`src/rtl/i2c_slave_ctrl_if.sv`:
```
// Pad and register-bank signals of the I2C slave sequencer.
// The slave modport is the sequencer's side. The master modport is the pad/bank side.
interface i2c_slave_ctrl_if #(parameter int ADDR_W = 8);
  logic              scl_i;
  logic              sda_i;
  logic              sda_oe;
  logic [ADDR_W-1:0] reg_addr;
  logic [7:0]        reg_wdata;
  logic              reg_we;
  logic              reg_re;
  logic [7:0]        reg_rdata;
  logic              busy;

  modport slave (
    input  scl_i, sda_i, reg_rdata,
    output sda_oe, reg_addr, reg_wdata, reg_we, reg_re, busy
  );

  modport master (
    output scl_i, sda_i, reg_rdata,
    input  sda_oe, reg_addr, reg_wdata, reg_we, reg_re, busy
  );
endinterface

```
`src/rtl/i2c_slave_ctrl.sv`:
```
// I2C slave bit sequencer: START/STOP decode, address match, ACK phases, and a
// register-file bridge with an auto-incrementing pointer.
module i2c_slave_ctrl #(
  parameter logic [6:0] SLAVE_ADDR = 7'h50,
  parameter int         ADDR_W     = 8
) (
  input logic              clk,
  input logic              rst,
  i2c_slave_ctrl_if.slave  bus
);
  typedef enum logic [3:0] {
    IDLE, ADDR, ADDR_ACK, PTR, PTR_ACK, WDATA, WDATA_ACK, RDATA, RDATA_ACK
  } state_e;

  state_e            state_q, state_d;
  logic [2:0]        scl_pipe_q, sda_pipe_q;
  logic [2:0]        cnt_q, cnt_d;
  logic [7:0]        shift_q, shift_d;
  logic              rw_q, rw_d;
  logic              phase_q, phase_d;
  logic              oe_q, oe_d;
  logic [ADDR_W-1:0] addr_q, addr_d;
  logic [7:0]        wdata_q, wdata_d;
  logic              we_q, we_d, re_q, re_d, cap_q;

  // [0],[1] synchronize; [1] is the current sample, [2] the history.
  logic scl_s, scl_h, sda_s, sda_h;
  assign scl_s = scl_pipe_q[1];
  assign scl_h = scl_pipe_q[2];
  assign sda_s = sda_pipe_q[1];
  assign sda_h = sda_pipe_q[2];

  logic rise, fall, start, stop;
  assign rise  = ~scl_h &  scl_s;
  assign fall  =  scl_h & ~scl_s;
  assign start =  scl_h &  scl_s &  sda_h & ~sda_s;
  assign stop  =  scl_h &  scl_s & ~sda_h &  sda_s;

  logic [7:0] rx_byte;
  assign rx_byte = {shift_q[6:0], sda_s};

  always_ff @(posedge clk) begin
    if (rst) begin
      scl_pipe_q <= 3'b111;
      sda_pipe_q <= 3'b111;
      state_q    <= IDLE;
      cnt_q      <= '0;
      shift_q    <= '0;
      rw_q       <= 1'b0;
      phase_q    <= 1'b0;
      oe_q       <= 1'b0;
      addr_q     <= '0;
      wdata_q    <= '0;
      we_q       <= 1'b0;
      re_q       <= 1'b0;
      cap_q      <= 1'b0;
    end else begin
      scl_pipe_q <= {scl_pipe_q[1:0], bus.scl_i};
      sda_pipe_q <= {sda_pipe_q[1:0], bus.sda_i};
      state_q    <= state_d;
      cnt_q      <= cnt_d;
      shift_q    <= shift_d;
      rw_q       <= rw_d;
      phase_q    <= phase_d;
      oe_q       <= oe_d;
      addr_q     <= addr_d;
      wdata_q    <= wdata_d;
      we_q       <= we_d;
      re_q       <= re_d;
      cap_q      <= re_q;
    end
  end

  always_comb begin
    state_d = state_q;
    cnt_d   = cnt_q;
    shift_d = shift_q;
    rw_d    = rw_q;
    phase_d = phase_q;
    oe_d    = oe_q;
    addr_d  = addr_q;
    wdata_d = wdata_q;
    we_d    = 1'b0;
    re_d    = 1'b0;
    if (cap_q) shift_d = bus.reg_rdata;
    // Pointer advances the cycle after the write strobe, so the strobe sees the old address.
    if (we_q)  addr_d  = addr_q + ADDR_W'(1);
    if (start) begin
      state_d = ADDR;
      cnt_d   = '0;
      oe_d    = 1'b0;
      phase_d = 1'b0;
    end else if (stop) begin
      state_d = IDLE;
      cnt_d   = '0;
      oe_d    = 1'b0;
      phase_d = 1'b0;
    end else begin
      case (state_q)
        ADDR, PTR, WDATA: if (rise) begin
          shift_d = rx_byte;
          cnt_d   = cnt_q + 3'd1;
          phase_d = 1'b0;
          if (cnt_q == 3'd7) begin
            if (state_q == ADDR) begin
              rw_d    = rx_byte[0];
              state_d = (rx_byte[7:1] == SLAVE_ADDR) ? ADDR_ACK : IDLE;
            end else if (state_q == PTR) begin
              addr_d  = ADDR_W'(rx_byte);
              state_d = PTR_ACK;
            end else begin
              wdata_d = rx_byte;
              we_d    = 1'b1;
              state_d = WDATA_ACK;
            end
          end
        end
        // First fall pulls SDA for the ACK bit, second fall ends it.
        ADDR_ACK, PTR_ACK, WDATA_ACK: begin
          if (rise && phase_q && state_q == ADDR_ACK && rw_q) re_d = 1'b1;
          if (fall) begin
            if (!phase_q) begin
              oe_d    = 1'b1;
              phase_d = 1'b1;
            end else begin
              phase_d = 1'b0;
              cnt_d   = '0;
              if (state_q == ADDR_ACK && rw_q) begin
                oe_d    = ~shift_q[7];
                state_d = RDATA;
              end else begin
                oe_d    = 1'b0;
                state_d = (state_q == ADDR_ACK) ? PTR : WDATA;
              end
            end
          end
        end
        RDATA: begin
          if (rise) cnt_d = cnt_q + 3'd1;
          if (fall) begin
            if (cnt_q == 3'd0) begin
              oe_d    = 1'b0;
              phase_d = 1'b0;
              state_d = RDATA_ACK;
            end else begin
              shift_d = {shift_q[6:0], 1'b0};
              oe_d    = ~shift_q[6];
            end
          end
        end
        RDATA_ACK: begin
          if (rise) begin
            addr_d = addr_q + ADDR_W'(1);
            if (!sda_s) begin
              phase_d = 1'b1;
              re_d    = 1'b1;
            end else begin
              state_d = IDLE;
            end
          end
          if (fall && phase_q) begin
            phase_d = 1'b0;
            cnt_d   = '0;
            oe_d    = ~shift_q[7];
            state_d = RDATA;
          end
        end
        default: ;
      endcase
    end
  end

  assign bus.sda_oe    = oe_q;
  assign bus.reg_addr  = addr_q;
  assign bus.reg_wdata = wdata_q;
  assign bus.reg_we    = we_q;
  assign bus.reg_re    = re_q;
  assign bus.busy      = (state_q != IDLE);
endmodule

```
`src/flat_wrapper.sv`:
```
// flat-port wrapper written by rule: the top's interface ports become plain ports
module i2c_slave_ctrl_flat 
#(
  parameter logic [6:0] SLAVE_ADDR = 7'h50,
  parameter int         ADDR_W     = 8
)
  (clk, rst, bus_scl_i, bus_sda_i, bus_reg_rdata, bus_sda_oe, bus_reg_addr, bus_reg_wdata, bus_reg_we, bus_reg_re, bus_busy);
  i2c_slave_ctrl_if #(.ADDR_W(ADDR_W)) bus_i ();
  input logic clk;
  input logic rst;
  input wire logic [$bits(bus_i.scl_i)-1:0] bus_scl_i;
  input wire logic [$bits(bus_i.sda_i)-1:0] bus_sda_i;
  input wire logic [$bits(bus_i.reg_rdata)-1:0] bus_reg_rdata;
  output wire logic [$bits(bus_i.sda_oe)-1:0] bus_sda_oe;
  output wire logic [$bits(bus_i.reg_addr)-1:0] bus_reg_addr;
  output wire logic [$bits(bus_i.reg_wdata)-1:0] bus_reg_wdata;
  output wire logic [$bits(bus_i.reg_we)-1:0] bus_reg_we;
  output wire logic [$bits(bus_i.reg_re)-1:0] bus_reg_re;
  output wire logic [$bits(bus_i.busy)-1:0] bus_busy;
  assign bus_i.scl_i = bus_scl_i;
  assign bus_i.sda_i = bus_sda_i;
  assign bus_i.reg_rdata = bus_reg_rdata;
  assign bus_sda_oe = bus_i.sda_oe;
  assign bus_reg_addr = bus_i.reg_addr;
  assign bus_reg_wdata = bus_i.reg_wdata;
  assign bus_reg_we = bus_i.reg_we;
  assign bus_reg_re = bus_i.reg_re;
  assign bus_busy = bus_i.busy;
  i2c_slave_ctrl #(.SLAVE_ADDR(SLAVE_ADDR), .ADDR_W(ADDR_W)) u_core (.clk(clk), .rst(rst), .bus(bus_i));
endmodule
```
`config.mk`:
```
export PLATFORM = sky130hd
export DESIGN_NAME = i2c_slave_ctrl_flat
export DESIGN_NICKNAME = d
export VERILOG_FILES = /design/src/rtl/i2c_slave_ctrl_if.sv /design/src/rtl/i2c_slave_ctrl.sv /design/src/flat_wrapper.sv
export SDC_FILE = /design/constraint.sdc
export NUM_CORES = 1
export LEC_CHECK = 0
export ABC_AREA = 1
export CAP_MARGIN = 20
export CELL_PAD_IN_SITES_DETAIL_PLACEMENT = 0
export CELL_PAD_IN_SITES_GLOBAL_PLACEMENT = 1
export CORE_MARGIN = 2
export CORE_UTILIZATION = 39
export DETAILED_ROUTE_END_ITERATION = 7
export GPL_TIMING_DRIVEN = 0
export PLACE_DENSITY = 0.82
export SYNTH_ARGS = -nofsm -noshare
export SYNTH_HDL_FRONTEND = slang
export SYNTH_SLANG_ARGS = --single-unit
```
`constraint.sdc`:
```
create_clock -name clk -period 1.9 [get_ports clk]
set_input_delay 0.285 -clock clk [delete_from_list [all_inputs] [get_ports clk]]
set_output_delay 0.285 -clock clk [all_outputs]
set_load 0.005 [all_outputs]
```
==> After elaboration in Yosys (flattened, before gate mapping) <==
Index checks and enable logic that the tools add are counted.
{ "word_totals": {"input_bits": 12, "out_inout_bits": 20, "latchBits": 0, "register_bits": 43, "word_cells": 147, "mem_bits_ro": 0, "memories": 0, "ram_bits": 0} }
{ "classes": {"bitwise": 20, "mux": 59, "n_reduce_logical": 23, "shift": 0, "n_div": 0, "n_lt_le_gt_ge": 0, "n_eq_ne": 29, "mul": 0, "n_addsub": 2} }
{ "op_table": {"columns": ["op", "count"], "rows": [
  ["2-to-1 mux 8 bit", 14],
  ["2-to-1 mux 4 bit", 11],
  ["case mux 8 bit (2 select lines)", 2],
  ["inequality test 4 x 1 -> 1 bit, second input constant", 6],
  ["2-to-1 mux 1 bit", 20],
  ["AND reduction 9 bit", 2],
  ["equality test 4 x 3 -> 1 bit, second input constant", 4],
  ["inequality test 2 x 1 -> 1 bit, second input constant", 8],
  ["case mux 4 bit (4 select lines)", 1],
  ["2-to-1 mux 3 bit", 5],
  ["AND reduction 7 bit", 2],
  ["NOT 1 bit", 13],
  ["inequality test 5 x 1 -> 1 bit, second input constant", 2],
  ["case mux 3 bit (3 select lines)", 1],
  ["OR reduction 3 bit", 3],
  ["adder 8 x 1 -> 8 bit, second input constant", 1],
  ["equality test 4 x 2 -> 1 bit, second input constant", 2],
  ["nonzero test 4 bit", 2],
  ["bitwise AND 1 bit", 7],
  ["equality test 7 bit, second input constant", 1],
  ["OR reduction 7 bit", 1],
  ["inequality test 3 x 1 -> 1 bit, second input constant", 2],
  ["AND reduction 6 bit", 1],
  ["nonzero test 3 bit", 2],
  ["other kinds (15)", 20]
]} }

==> Logic depth before layout (Yosys ltp) <==
{ "logic_depth": {"word_depth": 9, "mapped_depth": 13, "depth_no_buf": 13} }

==> Worst setup path before layout <==
No wires, ideal clock.
{ "synth_path": {"path_kind": "reg2reg", "from": "register u_core.cnt_q[1]", "to": "register u_core.addr_q[2], in the netlist u_core.bus.reg_addr[2]", "slack_ns": 0.484, "required_ns": 1.780, "setup_ns": 0.120, "n_path_buf": 0, "synth_period_minus_slack_ns": 1.416, "path_stages_with_launch": 12, "arrival_time_ns": 1.296, "cell_sequence": "dfxtp_1 -> ha_1 -> ha_1 -> inv_1 -> nor2_1 -> nand2_1 -> nand2_1 -> nand2_1 -> inv_2 -> nor2_1 -> o21ai_1 -> o21ai_1"} }
{ "synth_between": {"elab_chain_cells": 6} }
{ "synth_rtl": {"columns": ["element", "line_no", "source"], "rows": [
  ["start, declared", "i2c_slave_ctrl.sv:17", "logic [2:0] cnt_q, cnt_d;"],
  ["start signal, assigned", "i2c_slave_ctrl.sv:61", "cnt_q <= cnt_d;"],
  ["equality test 3 bit", "i2c_slave_ctrl.sv:104", "if (cnt_q == 3'd7) begin"],
  ["2-to-1 mux 8 bit", "i2c_slave_ctrl.sv:104", null],
  ["2-to-1 mux 8 bit", "i2c_slave_ctrl.sv:100", "ADDR, PTR, WDATA: if (rise) begin"],
  ["case mux 8 bit (2 select lines)", "i2c_slave_ctrl.sv:99", "case (state_q)"],
  ["2-to-1 mux 8 bit", "i2c_slave_ctrl.sv:93", "end else if (stop) begin"],
  ["2-to-1 mux 8 bit", "i2c_slave_ctrl.sv:88", "if (start) begin"],
  ["end signal, assigned", "i2c_slave_ctrl.sv:66", "addr_q <= addr_d;"],
  ["end, declared", "i2c_slave_ctrl.sv:22", "logic [ADDR_W-1:0] addr_q, addr_d;"]
]} }
Every way passes these cells.
A chain may end at the register's enable or synchronous reset.

==> Worst setup path after layout <==
{ "layout_path": {"from": "register u_core.state_q[3]", "to": "output port bus_busy"} }
{ "layout_between": {"elab_chain_cells": 1} }
{ "layout_rtl": {"columns": ["element", "line_no", "source"], "rows": [
  ["start, declared", "i2c_slave_ctrl.sv:15", "state_e state_q, state_d;"],
  ["start signal, assigned", "i2c_slave_ctrl.sv:60", "state_q <= state_d;"],
  ["nonzero test 4 bit", "i2c_slave_ctrl.sv:178", "assign bus.busy = (state_q != IDLE);"],
  ["end, declared", "flat_wrapper.sv:19", "output wire logic [$bits(bus_i.busy)-1:0] bus_busy;"]
]} }
Every way passes these cells.

==> impl_results.html <==
<table>
<tr><th>Metric</th><th>Value</th></tr>
<tr><th colspan="2">Die</th></tr>
<tr><td>Floorplan die area</td><td>6930 sq um</td></tr>
<tr><td>Initial Utilization</td><td>40.9%</td></tr>
<tr><td>Die width</td><td>83.3 microns</td></tr>
<tr><td>Number of placed I/O pins</td><td>32</td></tr>
<tr><td>Cell Rows</td><td>28</td></tr>
<tr><td>Die Y</td><td>83.3 microns</td></tr>
<tr><td>Core region area</td><td>5990 sq um</td></tr>
<tr><th colspan="2">Logic synthesis</th></tr>
<tr><td>Syn_nets</td><td>396</td></tr>
<tr><td>Yosys warnings</td><td>0</td></tr>
<tr><td>Sequential fraction of the synthesis area</td><td>35.1%</td></tr>
<tr><td>Number of distinct library cells after synthesis</td><td>31</td></tr>
<tr><td>Gate count after technology mapping</td><td>380</td></tr>
<tr><td>Syn Std Cell Area</td><td>2450 sq um</td></tr>
<tr><td>Synthesized area per cell</td><td>6.45 sq um</td></tr>
<tr><td>#FFs+latches synth</td><td>43</td></tr>
<tr><th colspan="2">Global route</th></tr>
<tr><td>Largest net degree at the start of global routing</td><td>15</td></tr>
<tr><td>Vias in the first global route</td><td>2,377</td></tr>
<tr><td>Overall track demand over capacity in global routing</td><td>20.4%</td></tr>
<tr><td>Initial antenna violation count</td><td>0</td></tr>
<tr><td>Wire length of the first global-routing pass</td><td>11,400 microns</td></tr>
<tr><td>Congestion Overflow GR</td><td>0</td></tr>
<tr><th colspan="2">Clock network</th></tr>
<tr><td>CTS tree</td><td>built</td></tr>
<tr><td>Maximum level of the CTS H-tree</td><td>2</td></tr>
<tr><td>Clock latency on the worst-skew pair</td><td>0.31 ns</td></tr>
<tr><td>CTS Buffer Depth</td><td>2</td></tr>
<tr><td>Setup repair bufs after CTS</td><td>0</td></tr>
<tr><td># hold bufs at CTS</td><td>0</td></tr>
<tr><td>CTS root buf</td><td>clkbuf_8</td></tr>
<tr><td>CTS clk-pin slew, worst paths</td><td>0.09 ns</td></tr>
<tr><td>Sinks on the clock net</td><td>43</td></tr>
<tr><td>Number of buffers added by the clock tree synthesis step</td><td>5</td></tr>
<tr><th colspan="2">STA</th></tr>
<tr><td>Slew HR</td><td>68.6%</td></tr>
<tr><td>Actual transition at the worst max-transition pin</td><td>0.471 ns</td></tr>
<tr><td>Fraction of the cycle the final worst path needs</td><td>94.4%</td></tr>
<tr><td>Fin Clk Skew</td><td>0.00655 ns</td></tr>
<tr><td>Final setup violation count</td><td>0</td></tr>
<tr><td>Final hold viol count</td><td>0</td></tr>
<tr><td>Least setup slack across all paths after layout</td><td>0.107 ns</td></tr>
<tr><td>Achievable Freq</td><td>558 MHz</td></tr>
<tr><td>Slew Viols, Final</td><td>0</td></tr>
<tr><td>Post-layout min period</td><td>1.79 ns</td></tr>
<tr><td>Hold Slack</td><td>0.415 ns</td></tr>
<tr><td>Unrepaired setup endpoints after global routing</td><td>false</td></tr>
<tr><th colspan="2">Power and ir drop</th></tr>
<tr><td>Proportion of power drawn by the clock network</td><td>24.4%</td></tr>
<tr><td>NetSw</td><td>1.25 mW</td></tr>
<tr><td>Power Dens Cells</td><td>1010 nW/um^2</td></tr>
<tr><td>Relative contribution of combinational cells to total power</td><td>41.2%</td></tr>
<tr><td>Static Leakage</td><td>1.28 nW</td></tr>
<tr><td>Sequential fraction of design power</td><td>34.4%</td></tr>
<tr><td>Post-layout power</td><td>3.02 mW</td></tr>
<tr><td>Internal power component</td><td>1.78 mW</td></tr>
<tr><td>Max VDD drop</td><td>846 uV</td></tr>
<tr><td>Sw frac</td><td>41.2%</td></tr>
<tr><th colspan="2">Drt</th></tr>
<tr><td># DRC</td><td>0</td></tr>
<tr><td>Iteration-0 DRC count of the detailed router</td><td>182</td></tr>
<tr><td>Count of antenna-violating nets left after detailed routing</td><td>0</td></tr>
<tr><td>Via Count</td><td>2,537</td></tr>
<tr><td>Pre-antenna DRT Iters</td><td>4</td></tr>
<tr><td>Drt via density</td><td>5.14</td></tr>
<tr><td>Total wire length after detailed routing</td><td>6820 microns</td></tr>
<tr><td>Detail-routed net length per standard cell</td><td>13.8 microns</td></tr>
<tr><th colspan="2">Worst setup path</th></tr>
<tr><td>Critical path cell sequence</td><td>nor2_2 -&gt; nand2_1 -&gt; clkdlybuf4s50_1</td></tr>
<tr><td>Setup Crit Path Kind</td><td>reg -&gt; out</td></tr>
<tr><td>Worst path top cell family by delay</td><td>flip-flops</td></tr>
<tr><td>Endpoint class of the critical path</td><td>output port</td></tr>
<tr><td>Worst Path Required</td><td>1.62 ns</td></tr>
<tr><td>Critical path arrival</td><td>1.51 ns</td></tr>
<tr><td>Worst path slowest cell</td><td>dfxtp_1</td></tr>
<tr><td>Critical Path Source Type</td><td>flop</td></tr>
<tr><td>Maximum net fanout on the critical path</td><td>6</td></tr>
<tr><td>Sum of buffers and inverters on the critical path</td><td>1</td></tr>
<tr><td>Critical path's largest stage delay</td><td>0.50 ns</td></tr>
<tr><td>Reg2reg setup slack</td><td>0.19 ns</td></tr>
<tr><th colspan="2">Run status</th></tr>
<tr><td>Status</td><td>finished, final reports clean</td></tr>
<tr><th colspan="2">Finish</th></tr>
<tr><td>Fraction of final layout cells sized beyond drive strength 1</td><td>11.2%</td></tr>
<tr><td>Commonest cells after routing, fill and taps aside</td><td>nand2_1, nor2_1, dfxtp_1</td></tr>
<tr><td>Final design utilization</td><td>49.8%</td></tr>
<tr><td>Most frequent standard cell in the layout excluding fill and tap cells</td><td>nand2_1</td></tr>
<tr><td>NumNets Final</td><td>434</td></tr>
<tr><td>Signed area change from the synthesized netlist to the final layout</td><td>21.7%</td></tr>
<tr><td>Total inserted antenna cells</td><td>0</td></tr>
<tr><th colspan="2">Placed design</th></tr>
<tr><td>Gp weighted congestion</td><td>0.860</td></tr>
<tr><td>IO Port Bufs</td><td>31</td></tr>
<tr><td>Worst-case setup slack after placement</td><td>-0.00497 ns</td></tr>
<tr><td>HPWL after detailed placement</td><td>5190 microns</td></tr>
<tr><th colspan="2">Job</th></tr>
<tr><td>Maxcap violations</td><td>0</td></tr>
<tr><th colspan="2">Worst hold path</th></tr>
<tr><td>Hold WC Path Type</td><td>reg -&gt; reg</td></tr>
</table>
[synth_stat cells]
cell	n	share of area (%)
a21oi_1	25	5.1
a21oi_2	2	0.72
a22o_1	1	0.36
a22oi_1	1	0.31
a31oi_1	1	0.26
buf_2	1	0.20
buf_4	1	0.31
clkbuf_1	3	0.46
clkinv_1	1	0.15
dfxtp_1	43	35
ha_1	4	2.0
inv_1	36	5.5
inv_2	12	1.8
nand2_1	97	15
nand2_2	4	1.0
nand3_1	30	6.1
nand3_2	1	0.41
nand4_1	4	1.0
nor2_1	46	7.0
nor2_2	6	1.5
nor2_4	2	0.92
nor3_1	2	0.41
o2111ai_1	7	2.5
o211ai_1	1	0.31
o21a_1	1	0.31
o21ai_0	25	5.1
o21ai_1	8	1.6
o21bai_1	2	0.61
o31ai_1	1	0.31
or2_2	8	2.0
xor2_1	4	1.4
[area by class of cell]
cell class / instances / area, sq um
Buffer: 5 / 23.8
Clock buffer: 5 / 68.8
Clock inverter: 3 / 43.8
Fill cell: 614 / 3010
Inverter: 49 / 184
Multi-Input combinational cell: 283 / 1400
Sequential cell: 43 / 861
Tap cell: 75 / 93.8
Timing Repair Buffer: 31 / 310
[power by group through the flow]
stage / registers [mW] / logic (mW) / clock network [mW]
floorplan: 1.04 / 0.918 / 0
global placement: 1.05 / 1.22 / 0
detailed placement: 1.05 / 1.23 / 0
CTS: 1.03 / 1.23 / 0.756
global route: 1.05 / 1.43 / 0.793
finish: 1.04 / 1.25 / 0.737
[kinds of logic after synthesis]
logic type / synth area share, %
AND/OR/NAND/NOR: 35.4
AO/OA/AOI/OAI: 17.5
buffers and inverters: 8.48
flip-flops: 35.1
XOR/XNOR: 1.43
adder cells (fa/ha/maj): 2.04
[final timing paths]
kind | start | to | cells after the start
setup / recovery | u_core.state_q[3]$_SDFFE_PP0P_ | bus_busy | 3
hold / removal | u_core.scl_pipe_q[0]$_SDFF_PP1_ | u_core.scl_pipe_q[1]$_SDFF_PP1_ | 1
setup reg to reg | u_core.state_q[3]$_SDFFE_PP0P_ | u_core.bus.reg_addr[2]$_SDFF_PP0_ | 11
hold reg to reg | u_core.scl_pipe_q[0]$_SDFF_PP1_ | u_core.scl_pipe_q[1]$_SDFF_PP1_ | 1
[registers in the layout (all words and copies together) (netlist names)]
| name | flops |
|---|---|
| u_core.state_q | 4 |
| u_core.rw_q | 1 |
| u_core.bus.reg_addr | 8 |
| u_core.shift_q | 8 |
| u_core.scl_pipe_q | 3 |
| u_core.bus.reg_re | 1 |
| u_core.phase_q | 1 |
| u_core.bus.reg_wdata | 8 |
| u_core.cnt_q | 3 |
| u_core.bus.reg_we | 1 |
| u_core.bus.sda_oe | 1 |
| u_core.cap_q | 1 |
| u_core.sda_pipe_q | 3 |
[routing by layer]
layer / track usage [%] / part of all wire (%) / vias up
met4: 5.51 / 1.1 / 0
met3: 3.78 / 5.7 / 6
li1: - / - / 1320
met2: 34.2 / 45 / 66
met5: 0 / 0 / -
met1: 26.9 / 48 / 1145
[metrics by stage]
stage	instance area (sq um)	TNS, ns	instances
finish	2980	0	494
global route	2980	0	494
CTS	2970	0	494
detailed placement	2850	-0.00497	486
global placement	2850	-0.0239	486
floorplan	2450	0	380
[repair_timing]
action,4_1_cts,5_1_grt
setup endpoints to repair,0,12
resized for setup,0,4
hold endpoints to repair,0,0
Power figures use the tool's default switching activity.
